`src/rtl/ov7670_cache_writer.sv`:
```
`timescale 1ns/1ps
`default_nettype none
// ============================================================================
// ov7670_cache_writer -- OV7670 RGB565 byte-bus capture into the frame cache FIFO
// Rev 1.0
// ============================================================================
module ov7670_cache_writer #(
    parameter int H_PIXELS    = 800,
    parameter int V_LINES     = 600,
    parameter int SKIP_FRAMES = 10
) (
    input  logic        SYS_CLK,
    input  logic        RST,
    input  logic        CAM_VSYNC,
    input  logic        CAM_HREF,
    input  logic [7:0]  CAM_DATA,
    input  logic        CAPTURE_EN,
    input  logic        CACHE_FULL,
    output logic        CACHE_WREQ,
    output logic [15:0] CACHE_WDATA,
    output logic        FRAME_START,
    output logic        FRAME_DONE,
    output logic [7:0]  FRAME_CNT,
    output logic        OVERFLOW,
    output logic        LINE_ERR,
    output logic        FRAME_ERR
);

    localparam logic [11:0] H_LIM    = 12'(H_PIXELS);
    localparam logic [10:0] V_LIM    = 11'(V_LINES);
    localparam logic [7:0]  SKIP_LIM = 8'(SKIP_FRAMES);

    typedef enum logic [1:0] {
        WAIT_SYNC = 2'd0,
        SKIP      = 2'd1,
        ARMED     = 2'd2,
        CAPTURE   = 2'd3
    } state_t;

    logic        vsync_q, vsync_p_q, href_q, href_p_q;
    logic [7:0]  data_q;

    state_t      state_q, state_d;
    logic [7:0]  skip_cnt_q, skip_cnt_d;
    logic [11:0] pix_cnt_q, pix_cnt_d;
    logic [10:0] line_cnt_q, line_cnt_d;
    logic        phase_q, phase_d;
    logic [7:0]  hi_q, hi_d;
    logic        wreq_q, wreq_d;
    logic [15:0] wdata_q, wdata_d;
    logic        start_q, start_d;
    logic        done_q, done_d;
    logic [7:0]  fcnt_q, fcnt_d;
    logic        ovf_q, ovf_d;
    logic        lerr_q, lerr_d;
    logic        ferr_q, ferr_d;

    logic        vs_rise, vs_fall, href_fall, in_win;

    always_ff @(posedge SYS_CLK) begin
        if (RST) begin
            vsync_q   <= 1'b0;
            vsync_p_q <= 1'b0;
            href_q    <= 1'b0;
            href_p_q  <= 1'b0;
            data_q    <= 8'h00;
        end else begin
            vsync_q   <= CAM_VSYNC;
            vsync_p_q <= vsync_q;
            href_q    <= CAM_HREF;
            href_p_q  <= href_q;
            data_q    <= CAM_DATA;
        end
    end

    assign vs_rise   = vsync_q & ~vsync_p_q;
    assign vs_fall   = ~vsync_q & vsync_p_q;
    assign href_fall = ~href_q & href_p_q;
    assign in_win    = (pix_cnt_q < H_LIM) && (line_cnt_q < V_LIM);

    always_comb begin
        state_d    = state_q;
        skip_cnt_d = skip_cnt_q;
        pix_cnt_d  = pix_cnt_q;
        line_cnt_d = line_cnt_q;
        phase_d    = phase_q;
        hi_d       = hi_q;
        wreq_d     = 1'b0;
        wdata_d    = wdata_q;
        start_d    = 1'b0;
        done_d     = 1'b0;
        fcnt_d     = fcnt_q;
        ovf_d      = ovf_q;
        lerr_d     = lerr_q;
        ferr_d     = ferr_q;

        case (state_q)
            WAIT_SYNC: begin
                if (vs_rise) begin
                    skip_cnt_d = 8'd0;
                    state_d    = (SKIP_FRAMES == 0) ? ARMED : SKIP;
                end
            end
            SKIP: begin
                if (vs_rise) begin
                    skip_cnt_d = skip_cnt_q + 8'd1;
                    if (skip_cnt_q + 8'd1 == SKIP_LIM) begin
                        state_d = ARMED;
                    end
                end
            end
            ARMED: begin
                if (vs_fall && CAPTURE_EN) begin
                    state_d    = CAPTURE;
                    start_d    = 1'b1;
                    pix_cnt_d  = 12'd0;
                    line_cnt_d = 11'd0;
                    phase_d    = 1'b0;
                    ovf_d      = 1'b0;
                    lerr_d     = 1'b0;
                end
            end
            CAPTURE: begin
                if (href_q) begin
                    if (!phase_q) begin
                        hi_d    = data_q;
                        phase_d = 1'b1;
                    end else begin
                        phase_d = 1'b0;
                        // Saturate so an absurdly long line can never wrap back into the window
                        if (pix_cnt_q != 12'hFFF) begin
                            pix_cnt_d = pix_cnt_q + 12'd1;
                        end
                        if (in_win && !CACHE_FULL) begin
                            wreq_d  = 1'b1;
                            wdata_d = {hi_q, data_q};
                        end else if (in_win) begin
                            ovf_d = 1'b1;
                        end
                    end
                end else if (href_fall) begin
                    if (line_cnt_q != 11'h7FF) begin
                        line_cnt_d = line_cnt_q + 11'd1;
                    end
                    pix_cnt_d = 12'd0;
                    phase_d   = 1'b0;
                    if (phase_q) begin
                        lerr_d = 1'b1;
                    end
                end
                if (vs_rise) begin
                    done_d  = 1'b1;
                    fcnt_d  = fcnt_q + 8'd1;
                    ferr_d  = (line_cnt_q != V_LIM);
                    state_d = ARMED;
                end
            end
            default: state_d = WAIT_SYNC;
        endcase
    end

    always_ff @(posedge SYS_CLK) begin
        if (RST) begin
            state_q    <= WAIT_SYNC;
            skip_cnt_q <= 8'd0;
            pix_cnt_q  <= 12'd0;
            line_cnt_q <= 11'd0;
            phase_q    <= 1'b0;
            hi_q       <= 8'h00;
            wreq_q     <= 1'b0;
            wdata_q    <= 16'h0000;
            start_q    <= 1'b0;
            done_q     <= 1'b0;
            fcnt_q     <= 8'd0;
            ovf_q      <= 1'b0;
            lerr_q     <= 1'b0;
            ferr_q     <= 1'b0;
        end else begin
            state_q    <= state_d;
            skip_cnt_q <= skip_cnt_d;
            pix_cnt_q  <= pix_cnt_d;
            line_cnt_q <= line_cnt_d;
            phase_q    <= phase_d;
            hi_q       <= hi_d;
            wreq_q     <= wreq_d;
            wdata_q    <= wdata_d;
            start_q    <= start_d;
            done_q     <= done_d;
            fcnt_q     <= fcnt_d;
            ovf_q      <= ovf_d;
            lerr_q     <= lerr_d;
            ferr_q     <= ferr_d;
        end
    end

    assign CACHE_WREQ  = wreq_q;
    assign CACHE_WDATA = wdata_q;
    assign FRAME_START = start_q;
    assign FRAME_DONE  = done_q;
    assign FRAME_CNT   = fcnt_q;
    assign OVERFLOW    = ovf_q;
    assign LINE_ERR    = lerr_q;
    assign FRAME_ERR   = ferr_q;

endmodule
`default_nettype wire

```
`config.mk`:
```
export PLATFORM = sky130hd
export DESIGN_NAME = ov7670_cache_writer
export DESIGN_NICKNAME = d
export VERILOG_FILES = /design/src/rtl/ov7670_cache_writer.sv
export SDC_FILE = /design/constraint.sdc
export NUM_CORES = 1
export LEC_CHECK = 0
export BUFFER_PORTS_ARGS = -buffer_cell sky130_fd_sc_hd__buf_2
export CAP_MARGIN = 0
export CORE_MARGIN = 5
export CORE_UTILIZATION = 45
export CTS_BUF_LIST = sky130_fd_sc_hd__clkbuf_8
export CTS_CLUSTER_DIAMETER = 120
export DETAILED_ROUTE_END_ITERATION = 8
export SYNTH_ARGS = -nofsm -noshare
export SYNTH_HDL_FRONTEND = slang
export SYNTH_SLANG_ARGS = --single-unit
```
`constraint.sdc`:
```
create_clock -name SYS_CLK -period 2 [get_ports SYS_CLK]
set_input_delay 0.1 -clock SYS_CLK [delete_from_list [all_inputs] [get_ports SYS_CLK]]
set_output_delay 0.1 -clock SYS_CLK [all_outputs]
set_load 0.01 [all_outputs]
```
==> results of run 1 <==
==> per-stage QoR <==
stage / cell area (um2) / instances / util, % / hold slack (ps) / setup slack [ps]
2_1_floorplan: 3655 / 394 / - / 178.5 / 152.5
3_3_place_gp: 3999 / 535 / 51.22 / 309.1 / 253.8
3_5_place_dp: 3999 / 535 / 51.22 / 315.6 / 214.1
4_1_cts: 4305 / 561 / 55.14 / 1.003 / 207.5
5_1_grt: 4305 / 561 / 55.14 / 19.99 / 33.36
6_report: 4305 / 561 / 55.14 / 14.68 / 219.5
==> cell families after synthesis <==
kind of cell / after synthesis
AO/OA/AOI/OAI: 42
XOR/XNOR: 26
adder cells (fa/ha/maj): 6
buffers and inverters: 29
flip-flops: 84
multiplexers: 20
AND/OR/NAND/NOR: 187
==> final cells by class <==
| cell class | instances | area (um2) |
|---|---|---|
| fill | 733 | 3502 |
| multi-input combinational | 281 | 1815 |
| sequential | 84 | 1682 |
| timing repair buffer | 67 | 432.9 |
| tap | 102 | 127.6 |
| clock buffer | 9 | 123.9 |
| clock inverter | 7 | 82.58 |
| inverter | 11 | 41.29 |
==> critical path: cells and delay by family (launching register included) <==
kind	cells	cell delay, ps
flip-flops	1	370
adder cells (fa/ha/maj)	1	260
multiplexers	1	320
AND/OR/NAND/NOR	4	720
==> Yosys cell counts, types with 3 or more instances <==
cell                        n  area [um2]
sky130_fd_sc_hd__clkbuf_1  12       45.04
sky130_fd_sc_hd__nand4_1   14       87.58
sky130_fd_sc_hd__dfxtp_1   84        1682
sky130_fd_sc_hd__nand2_1   34       127.6
sky130_fd_sc_hd__nor2_1    59       221.5
sky130_fd_sc_hd__nand3_1   14       70.07
sky130_fd_sc_hd__o21ai_0    6       30.03
sky130_fd_sc_hd__nand4b_1   3       26.28
sky130_fd_sc_hd__inv_1     11       41.29
sky130_fd_sc_hd__and2_1     6       37.54
sky130_fd_sc_hd__nor2b_1   14       87.58
sky130_fd_sc_hd__and4_1     3       26.28
sky130_fd_sc_hd__ha_1       6       75.07
sky130_fd_sc_hd__buf_6      3       33.78
sky130_fd_sc_hd__nor3_1     9       45.04
sky130_fd_sc_hd__xnor2_1   12       105.1
sky130_fd_sc_hd__mux2i_1   19       190.2
sky130_fd_sc_hd__xor2_1    14       122.6
sky130_fd_sc_hd__nor4_1     4       25.02
sky130_fd_sc_hd__a21oi_1   19       95.09
sky130_fd_sc_hd__nor3b_1    5       37.54
sky130_fd_sc_hd__and3_1     3       18.77
==> how the worst max path moves through the flow <==
stage               slack (ps)           from  cells past startpoint              end
CTS                        210   pix_cnt_q[0]                      6     pix_cnt_q[9]
global route                30         href_q                      6   CACHE_WDATA[8]
global placement           250  line_cnt_q[5]                      6   CACHE_WDATA[4]
floorplan                  150   pix_cnt_q[0]                      6     pix_cnt_q[9]
finish                     220   pix_cnt_q[0]                      6     pix_cnt_q[9]
detailed placement         210  line_cnt_q[5]                      6  CACHE_WDATA[14]
==> layer usage <==
metal,vias to the layer above,track usage [%],wire length (um)
met2,46,24.11,3353
met3,6,3.058,292
met5,-,0,0
met4,0,5.907,83
met1,1312,20.41,3553
li1,1475,-,-
==> power by group through the flow <==
stage	Combinational (W)	Clock, W	Sequential, W
after floorplan	0.0000593	0	0.00173
after global placement	0.0000821	0	0.00174
after detailed placement	0.0000820	0	0.00174
after CTS	0.0000977	0.00129	0.00170
after global routing	0.000108	0.00135	0.00170
final	0.0000964	0.00123	0.00170
==> repair_timing <==
action                     in CTS  in global routing
hold endpoints to repair       10                  0
gates resized for setup         0                  0
setup endpoints to repair       0                  0
hold buffers                   10                  0
==> flip-flops by register name, summed over array words and instances, names as in the netlist, 2 cells and up <==
signal,flops
data_q,8
pix_cnt_q,12
state_q,2
line_cnt_q,11
CACHE_WDATA,16
hi_q,8
FRAME_CNT,8
skip_cnt_q,8
==> results.md, run 1 <==
* Run status: finished, final reports clean
* Overflow left after global routing at 0
* Gr usage total at between 10% and 20%
* Number of H-tree levels at 3
* Count of cell types in the netlist at between 50 and 60
* Worst skew pair latency at 350 ps
* R2r endpoint: pix_cnt_q[9]
* Power per standard cell area at around 700 mW/mm2
* Detailed-route via count at roughly 2800
* Reg2Reg Setup Slack at 220 ps
* Crit share post-route at between 80 and 90%
* Detailed-router iteration count before antenna repair at 4
* Overall Power at a little over 0.003 W
* Overall die area at around 0.010 mm2
* Hold path cells at 2
* Buffers inserted by post-CTS timing repair at 0
* Layout cell share with drive strength beyond 1 at about a fifth
* Total of warnings raised by yosys at 0
* Leakage at approximately 1.6 nW
* IO Count at 44
* Most frequent cells in the layout: sky130_fd_sc_hd__dfxtp_1, sky130_fd_sc_hd__nor2_1, sky130_fd_sc_hd__buf_2
* Vias in the first global route at around 2700
* Area growth, synth to finish at 17.80%
* Number of inserted diodes at 0
* Delay contributed by the slowest stage of the critical path at between 300 and 400 ps
* Simple-gate share of the synthesized area at approximately 28%
* WP data arrival at 2020 ps
* Launch point of the worst reg-to-reg path: pix_cnt_q[0]
* Sequence of cells on the critical path: ha_1 > nand3_1 > nor4_4 > nor4_4 > nand3_1 > mux2_2
* Starting density of the core at 46.81%
* Part of the total power dissipated in combinational logic at 3.2%
* Maximum fanout encountered on the critical timing path at 5
* Fin. Hold Viols at 0
* Post-detailed-placement half-perimeter wirelength at just over 5000 um
* Fraction of synthesized area in multiplexers at 5.512%
* Clock slew at reported path FFs at approximately 90 ps
* Fraction of power consumed by sequential logic at a little under three fifths
* Largest family of logic cells by synthesized area: simple AND/OR/NAND/NOR gates
* CORE AREA at ~0.0078 mm2
* Final TNS setup at 0 ps
* Site Rows at 32
* Count of buffers inserted at the top-level ports at 43
* Number of nets in the layout at about 470
* Critical Path End Type: flop
* Net switching power of the design at between 0.0006 and 0.0007 W
* Syn Inst Count at approximately 400
* Final RePlAce weighted congestion at 0.7852
* Die outline height at 100.1 um
* Number of maximum-capacitance violations at 0
* Mean post-synth cell area at between 9 and 10 um2
* Setup repair after global routing missed its margin: false
* Total count of max-transition violations in the final report at 0
* Worst voltage drop across the vdd grid at approximately 350 uV
* Synth Area in Compound Gates at between 8 and 9%
* Wire length reported by the detailed router at 7283 um
* CP max-delay cell: sky130_fd_sc_hd__dfxtp_1
* Horizontal die dimension at 100.1 um
* Start-to-end type of the worst setup path: flop to flop
* Startpoint of the most critical hold path: CACHE_FULL
* Sw Ratio at 23.12%
* Iteration-0 DRC Markers at 77
* Antenna violation net count after detailed routing at 0
* Clock Sinks at 84
* Fin Clk Skew at roughly 14 ps
* Minimum period implied by the final worst setup slack at between 1500 and 2000 ps
* Cell area after technology mapping at about 0.0037 mm2
* Number of CTS-inserted buffers at 9
* Number of enable-type register cells in the synthesized netlist at 0
* Maximum buffer depth of the clock tree at 2
* Most common library cell in the layout ignoring fill and taps: sky130_fd_sc_hd__dfxtp_1
* Routed vias/inst at approximately 5.1
* Worst min-delay path endpoint: CACHE_WREQ
* Number of cells on the worst reg-to-reg path at 6
* Fmax at roughly 560 MHz
* Transition time of the tightest slew-check pin at around 610 ps
* Maximum number of pins on one net before global-route repair at 63
* Clk Tree Root Cell: sky130_fd_sc_hd__clkbuf_8
* Number of remaining DRC errors at 0
* Top_reg_cell synth: sky130_fd_sc_hd__dfxtp_1
* Wire length of the first global-routing pass at about 13000 um
* Crit start category: flop
* Share of synthesized cell area in full adder, half adder and majority cells at approximately 2.1%
* Worst hold path type: input pin to flop
* Detail-routed net length per standard cell at 12.98 um
* Final setup violation count at 0
* Clock tree from TritonCTS: built
* Portion of total power attributed to the clock network at between 40 and 50%
* Synthesized Nets at approximately 410
* Area share of xor/xnor cells in the synthesized design at 6.231%
* Int Pwr at 0.002326 W
* Share of synthesized flip-flops with an asynchronous set or reset at 0%
* Proportion of synthesized chip area in sequential cells at a little under half
* Relative max-transition margin at 59.08%
* Register bit total from synthesis at 84
* Required time of the critical path at around 2200 ps
* Number of antenna violations at the first check in global routing at 0
Power figures use the tool's default switching activity.
==> run 2, diff against run 1 <==
--- a/config.mk
+++ b/config.mk
@@ -12,6 +12,8 @@
 export CTS_BUF_LIST = sky130_fd_sc_hd__clkbuf_8
 export CTS_CLUSTER_DIAMETER = 120
 export DETAILED_ROUTE_END_ITERATION = 8
+export PLACE_DENSITY = 0.7
+export SLEW_MARGIN = 20
 export SYNTH_ARGS = -nofsm -noshare
 export SYNTH_HDL_FRONTEND = slang
 export SYNTH_SLANG_ARGS = --single-unit
==> run 2 against run 1 <==
Compared with the run above: clock-buffer cell count stayed put; hold slack improved by 11 ps; critical path depth is 1 lower.
==> results.md, run 2 (synthesis gave the netlist of run 1 again) <==
* Run status: finished, final reports clean
* Number of antenna violations at the first check in global routing at 0
* Maximum buffer depth of the clock tree at 2
* Vias in the first global route at 2636
* Worst skew pair latency at 350 ps
* Minimum period implied by the final worst setup slack at approximately 1800 ps
* Maximum fanout encountered on the critical timing path at 9
* Dpl ws at 199.9 ps
* Most common library cell in the layout ignoring fill and taps: sky130_fd_sc_hd__dfxtp_1
* Placed standard-cell area at 0.003991 mm2
* Relative max-transition margin at 72.93%
* Required time of the critical path at 2230 ps
* Crit share post-route at 90.15%
* Transition time of the tightest slew-check pin at approximately 400 ps
* Detailed-router iteration count before antenna repair at 4
* Final-layout fill cell count at roughly 740
* Crit start category: flop
* Iteration-0 DRC Markers at 123
* Start-to-end type of the worst setup path: flop to flop
* Number of H-tree levels at 3
* Critical Path End Type: flop
* Overall die area at roughly 0.01 mm2
* Part of the total power dissipated in combinational logic at 3.1%
* Fmax at 554.6 MHz
* Number of nets in the layout at 473
* Register cell area after layout at between 0.0015 and 0.002 mm2
* Routed vias/inst at around 5.1
* Horizontal die dimension at 100.1 um
* Leakage at ~1.6 nW
* Layout cell share with drive strength beyond 1 at around 19%
* Fin. Hold Viols at 0
* Total area of multi-input combinational cells at 0.001815 mm2
* Detail-routed net length per standard cell at 13.44 um
* Final setup violation count at 0
* Die outline height at around 100 um
* Count of buffers inserted at the top-level ports at between 40 and 50
* Clock Sinks at 84
* Fraction of power consumed by sequential logic at 54.4%
* Most frequent cells in the layout: sky130_fd_sc_hd__dfxtp_1, sky130_fd_sc_hd__nor2_1, sky130_fd_sc_hd__buf_2
* CORE AREA at 0.007807 mm2
* Buffers inserted by post-CTS timing repair at 0
* Worst voltage drop across the vdd grid at approximately 540 uV
* Number of flip-flops in the largest register at 16
* Final TNS setup at 0 ps
* Maximum number of pins on one net before global-route repair at 34
* Number of CTS-inserted buffers at 9
* Number of maximum-capacitance violations at 0
* Clock slew at reported path FFs at approximately 80 ps
* Gr usage total at 15.44%
* Clk Tree Root Cell: sky130_fd_sc_hd__clkbuf_8
* Clock tree from TritonCTS: built
* Number of remaining DRC errors at 0
* Setup repair after global routing missed its margin: false
* Wire length of the first global-routing pass at around 13000 um
* Sw Ratio at a little over a fifth
* Overall Power at around 0.0031 W
* IO Count at 44
* Overflow left after global routing at 0
* Cell area after layout at approximately 0.0043 mm2
* Worst hold-check slack at 26.13 ps
* Fin Clk Skew at between 10 and 15 ps
* WP data arrival at about 2000 ps
* Int Pwr at between 0.002 and 0.0025 W
* Starting density of the core at between 40% and 50%
* Worst hold path type: input pin to flop
* Power per standard cell area at between 700 and 800 mW/mm2
* Number of inserted diodes at 0
* Net switching power of the design at 0.0006779 W
* Site Rows at 32
* Antenna violation net count after detailed routing at 0
* Detailed-route via count at around 2800
* Wire length reported by the detailed router at between 7000 and 8000 um
* Portion of total power attributed to the clock network at between 40% and 50%
* Post-detailed-placement half-perimeter wirelength at approximately 5300 um
* Area growth, synth to finish at 18.08%
* Total count of max-transition violations in the final report at 0
* Worst path setup slack after routing at ~200 ps
* Final RePlAce weighted congestion at between 0.8 and 0.9
## run 2: cell types whose count changed in the layout (fill, tap and decap cells not counted), sizes merged
cell | before | now
buf | 57 | 56
bufinv | 1 | 2
clkinv | 1 | 2
inv | 14 | 12
## run 2: what timing repair did
item,in CTS,in global routing
hold buffers,10,0
hold endpoints to repair,10,0
gates resized for setup,0,0
## run 2: power groups by stage
| stage | Sequential [W] | Clock [W] | Combinational [W] |
|---|---|---|---|
| final | 0.00170 | 0.00132 | 0.0000973 |
| after CTS | 0.00170 | 0.00136 | 0.0000981 |
| after detailed placement | 0.00174 | 0 | 0.0000832 |
| after floorplan | 0.00173 | 0 | 0.0000593 |
| after global placement | 0.00174 | 0 | 0.0000821 |
| after global routing | 0.00170 | 0.00143 | 0.000109 |
## run 2: final timing paths
path	slack, ps	from	to	cells after the start
worst min-delay path	30	CACHE_FULL	CACHE_WREQ	2
worst min register to register	450	LINE_ERR	LINE_ERR	2
worst max-delay path	200	state_q[1]	pix_cnt_q[9]	5
worst max register to register	200	state_q[1]	pix_cnt_q[9]	5
## run 2: layout make-up
| type | count | share of cell area, % |
|---|---|---|
| clock buffers | 9 | 2.870 |
| clock inverters | 7 | 2.320 |
| inverters | 11 | 0.9568 |
| multi-input cells | 281 | 42.07 |
| flip-flops and latches | 84 | 38.97 |
| well taps | 102 | 2.957 |
| repair buffers | 66 | 9.858 |
## run 2: critical path, cell delays in order, from the launching register on
cell                       delay (ps)
sky130_fd_sc_hd__dfxtp_1          510
sky130_fd_sc_hd__and4b_1          270
sky130_fd_sc_hd__o211ai_2         120
sky130_fd_sc_hd__nor4_4           380
sky130_fd_sc_hd__nand3_1          130
sky130_fd_sc_hd__mux2_2           290
## run 2: routing by layer
layer	track usage (%)	part of all wire [%]	vias to the layer above	wire length [um]
met5	0	0	-	0
met1	20.29	47	1313	3515
li1	-	-	1476	-
met2	24.11	47	52	3566
met3	4.587	4.7	8	351
met4	5.492	1.2	0	94
## run 2: per-stage QoR
step                instances  util, %
detailed placement        534    51.12
global route              560    55.27
finish                    560    55.27
floorplan                 394        -
global placement          534    51.12
CTS                       560    55.27
